===== config.mk =====
export PLATFORM = sky130hd
export DESIGN_NAME = debug_unit
export DESIGN_NICKNAME = d
export VERILOG_FILES = /design/src/rtl/debug_pkg.sv /design/src/rtl/debug_sync_edge.sv /design/src/rtl/debug_unit.sv
export SDC_FILE = /design/constraint.sdc
export NUM_CORES = 1
export LEC_CHECK = 0
export BUFFER_PORTS_ARGS = -buffer_cell sky130_fd_sc_hd__buf_2
export CAP_MARGIN = 20
export CORE_AREA = 3 3 40 42
export CTS_BUF_LIST = sky130_fd_sc_hd__clkbuf_8
export DETAILED_ROUTE_END_ITERATION = 16
export DIE_AREA = 0 0 43 45
export GPL_TIMING_DRIVEN = 0
export PLACE_DENSITY = 0.49
export SYNTH_ARGS = -nofsm -noshare
export SYNTH_HDL_FRONTEND = slang
export SYNTH_HIERARCHICAL = 1
export SYNTH_SLANG_ARGS = --single-unit
export TNS_END_PERCENT = 5

===== constraint.sdc =====
create_clock -name clk -period 2.2 [get_ports clk]
set_input_delay 0.22 -clock clk [delete_from_list [all_inputs] [get_ports clk]]
set_output_delay 0.22 -clock clk [all_outputs]
set_load 0.02 [all_outputs]

===== src/rtl/debug_pkg.sv =====
// Shared definitions for the debug run/step controller: state encoding and
// the default opcode width / halt opcode.
package debug_pkg;

  localparam int DEF_OPCODE_W = 5;
  localparam logic [DEF_OPCODE_W-1:0] DEF_HALT_OPCODE = 5'b11111;

  // 2'b11 is deliberately left unused; the FSM recovers from it to STOPPED.
  typedef enum logic [1:0] {
    STOPPED = 2'b00,
    RUN     = 2'b01,
    STEP    = 2'b10
  } state_t;

  // The processor counts as stopped in every state except RUN.
  function automatic logic state_is_stopped(input state_t s);
    logic res;
    case (s)
      RUN:     res = 1'b0;
      STOPPED: res = 1'b1;
      STEP:    res = 1'b1;
      default: res = 1'b1;
    endcase
    return res;
  endfunction

endpackage


===== src/rtl/debug_sync_edge.sv =====
// Two-flop synchronizer for an asynchronous request line followed by a
// rising-edge detector producing a single one-cycle pulse per edge.
module sync_edge (
  input  logic clk,
  input  logic rst_n,
  input  logic async_in,
  output logic pulse
);

  logic meta;
  logic sync;
  logic sync_d;

  // Synchronizer chain plus one delayed copy for edge detection.
  always_ff @(posedge clk or negedge rst_n) begin
    if (!rst_n) begin
      meta   <= 1'b0;
      sync   <= 1'b0;
      sync_d <= 1'b0;
    end else begin
      meta   <= async_in;
      sync   <= meta;
      sync_d <= sync;
    end
  end

  // Cleared flops at reset make a line already high at release look like an edge.
  assign pulse = sync & ~sync_d;

endmodule


===== src/rtl/debug_unit.sv =====
// Debug run/step controller: gates PC advance from synchronized start/step
// requests and stops on the halt opcode.
module debug_unit
  import debug_pkg::*;
#(
  parameter int                  OPCODE_W    = DEF_OPCODE_W,
  parameter logic [OPCODE_W-1:0] HALT_OPCODE = DEF_HALT_OPCODE
) (
  input  logic                clk,
  input  logic                rst_n,
  input  logic                start,
  input  logic                step,
  input  logic [OPCODE_W-1:0] opcode,
  output logic                pc_enabled,
  output logic                stopped
);

  logic   start_p;
  logic   step_p;
  logic   is_halt;
  state_t state;
  state_t next_state;

  sync_edge u_start_sync (
    .clk      (clk),
    .rst_n    (rst_n),
    .async_in (start),
    .pulse    (start_p)
  );

  sync_edge u_step_sync (
    .clk      (clk),
    .rst_n    (rst_n),
    .async_in (step),
    .pulse    (step_p)
  );

  assign is_halt = (opcode == HALT_OPCODE);

  // Next-state decode; start wins over step, requests are ignored while running.
  always_comb begin
    next_state = STOPPED;
    case (state)
      STOPPED: begin
        if (start_p) begin
          next_state = RUN;
        end else if (step_p) begin
          next_state = STEP;
        end else begin
          next_state = STOPPED;
        end
      end
      RUN: begin
        if (is_halt) begin
          next_state = STOPPED;
        end else begin
          next_state = RUN;
        end
      end
      STEP:    next_state = STOPPED;
      default: next_state = STOPPED;
    endcase
  end

  // State register; stopped is registered from the next state so it tracks state exactly.
  always_ff @(posedge clk or negedge rst_n) begin
    if (!rst_n) begin
      state   <= STOPPED;
      stopped <= 1'b1;
    end else begin
      state   <= next_state;
      stopped <= state_is_stopped(next_state);
    end
  end

  // PC may not advance in the very cycle a halt opcode shows up while running.
  always_comb begin
    pc_enabled = 1'b0;
    case (state)
      RUN: begin
        if (is_halt) begin
          pc_enabled = 1'b0;
        end else begin
          pc_enabled = 1'b1;
        end
      end
      STEP:    pc_enabled = 1'b1;
      STOPPED: pc_enabled = 1'b0;
      default: pc_enabled = 1'b0;
    endcase
  end

endmodule


==> impl_metrics.toml <==
[outcome]
outcome = "finished clean"

[routing]
wl_met2_um = 344
drt_wl_total_um = 593
vias = 226
wl_per_cell_um = 10.6
routed_via_density = 4.04
dr.pass1.iters = 2
wl_met1_um = 220
final_antenna_net_count = 0
top_layer_used = "met3"
drt-initial-drc-count = 2
post-route-drc-count = 0
dr_wl_met3_um = 28

[synth]
synth.area.top_cells = "dfrtp_1 (55%), ha_1 (10%), nor2b_4 (7.5%), dfstp_2 (7.2%), a31oi_2 (3.4%)"
synth_cells = 26
yosysTopAreaCell = "dfrtp_1"
synth-warning-count = 6
netlist_area_um2 = 367
ys_ff_latch = 9
seq_area_frac_synth_pct = 61.8
synth_area_per_cell_um2 = 14.1
syn_nets = 38
yosysTopAreaCellShare_pct = 54.6
synth_cell_types = 14

[global_route]
grt_use_total_pct = 6.91
grt_pass1_vias = 248
antenna_found_initial = 0
grt_max_degree = 10
grt_pass1_wl_um = 952
grt_remaining_overflow = 0

[floorplan]
dieHeight_um = 45
initial_core_util_pct = 28.5
die_area_mm2 = 0.00194
row_count = 13
die_w_um = 43
core_mm2 = 0.00128
ios = 11

[worst_hold_path]
hold_class = "in2reg"
min_to = "u_step_sync/meta"
hold_depth = 1
min_from = "step"

[clocking]
clockBufferDepth = 2
cts_tree = "yes"
postCtsResizedCells = 0
path_clk_slew_ns = 0.04
post_cts.repair.setup_buffers = 0
clock_sinks = 9
cts_hold_buf = 1
cts_buffers = 3
root_buffer = "clkbuf_8"
h-tree-depth = 1
clock_latency_ns = 0.23

[setup_path]
startpoint_type = "flop"
cp-end-kind = "output port"
r2r_cells = 5
required_ns = 1.98
criticalPathCategory = "reg2out"
r2r-start = "state[1]"
timing.rr.end = "stopped"
regToRegSetupSlack_ns = 1.12
crit_fanout = 2
arrival_ns = 1.34

[power]
p_int_uw = 386
p_comb_share_pct = 28.2
ir_drop_mv = 0.351
p_sw_uw = 156
power_leakage_uw = 0.000246
p_per_area_mw_per_mm2 = 1100
seqPwrFrac_pct = 38.8
clockPowerShare_pct = 33.0
sw_frac_of_total_pct = 28.7

[place]
placed_area_um2 = 435
port_buffers = 10
gp_congestion = 0.625
hpwl_um = 467

[layout]
num_antenna_cells = 0
seqCellArea_um2 = 226
area_growth_pct = 33.8
fillers = 133
fin_area_um2 = 490
multi_input_area_um2 = 133
nNetsFinal = 54
drive_above_1_share_pct = 46.3

[timing]
period_share_pct = 71.0
worst_pin_slew_ns = 0.199
slew_viol_final = 0
max_clock_freq_ghz = 0.640
setup_viol = 0
layout_min_cycle_time_ns = 1.56
rsz0062_at_grt = "false"
slew_headroom_pct = 86.7
finalSetupTns_ns = 0
clock-skew-final_ns = 0.00117
hold_viol = 0

[run]
cap_violations = 0
[final cells by class]
| cell class | count | share of cell area [%] |
|---|---|---|
| sequential | 9 | 46.2 |
| multi-input combinational | 15 | 27.0 |
| timing repair buffer | 11 | 12.2 |
| clock buffer | 3 | 8.42 |
| tap | 15 | 3.83 |
| inverter | 2 | 1.53 |
| clock inverter | 1 | 0.765 |
[worst max-delay path, cell delays in order (launching register included)]
cell      delay [ns]
dfrtp_1         0.38
inv_1           0.09
ha_1            0.17
a21boi_0        0.20
o21a_1          0.13
buf_2           0.15
[stage by stage]
| step | power [uW] | hold slack, ns | worst slack [ns] | util (%) | cells |
|---|---|---|---|---|---|
| 2_1_floorplan | 320 | -0.0756 | 1.02 | - | 26 |
| 3_3_place_gp | 359 | 0.0715 | 0.932 | 33.9 | 51 |
| 3_5_place_dp | 367 | 0.0820 | 0.878 | 33.9 | 51 |
| 4_1_cts | 555 | 0.0927 | 0.611 | 38.2 | 56 |
| 5_1_grt | 579 | 0.0923 | 0.537 | 38.2 | 56 |
| 6_report | 541 | 0.0994 | 0.637 | 38.2 | 56 |
[cell usage in the layout (no fill, tap or decap), drive strengths merged]
master,Yosys,layout
o21a,1,1
a21boi,1,1
and2,1,1
nor2b,2,2
buf,0,10
dfrtp,8,8
a21oi,1,1
ha,3,3
a31oi,1,1
dlygate4sd3,0,1
and3,1,1
nand2,2,2
dfstp,1,1
nor2,1,1
inv,2,3
o21ai,1,1
clkbuf,0,3
[power groups by stage]
stage	logic [uW]	clock network, uW	registers (uW)
4_1_cts	157	187	210
3_3_place_gp	147	0	211
2_1_floorplan	95.0	0	225
3_5_place_dp	154	0	213
6_report	153	179	210
5_1_grt	172	196	211
[synth_stat cells, drive strengths merged]
cell / n
dfrtp: 8
ha: 3
inv: 2
nand2: 2
nor2b: 2
a21boi: 1
a21oi: 1
a31oi: 1
and2: 1
and3: 1
dfstp: 1
nor2: 1
o21a: 1
o21ai: 1
[cell families after synthesis]
group	Yosys count	share of synthesized area, %
DFF	9	61.8
and+or+nand+nor	7	14.7
AOI/OAI and AO/OA	5	11.3
adders and majority gates	3	10.2
buffers and inverters	2	2.05
[worst max path at each step]
| stage | cells after the start | startpoint | to | slack, ns |
|---|---|---|---|---|
| after floorplan | 4 | state[1] | pc_enabled | 1.02 |
| after global placement | 5 | state[1] | pc_enabled | 0.93 |
| after detailed placement | 5 | state[1] | pc_enabled | 0.88 |
| after CTS | 5 | state[1] | pc_enabled | 0.61 |
| after global routing | 5 | state[1] | pc_enabled | 0.54 |
| final | 5 | state[1] | pc_enabled | 0.64 |
[sequential cells by signal, indices dropped and copies added, names as in the netlist]
signal	cells
u_step_sync/sync	1
u_step_sync/sync_d	1
u_step_sync/meta	1
u_start_sync/meta	1
stopped	1
u_start_sync/sync	1
u_start_sync/sync_d	1
state	2
[layer usage]
metal	GRT usage [%]	vias to the layer above
met4	5.42	0
met5	0	-
met3	2.39	0
met1	6.75	107
met2	12.0	6
li1	-	113
(Power assumes the default switching activity.)
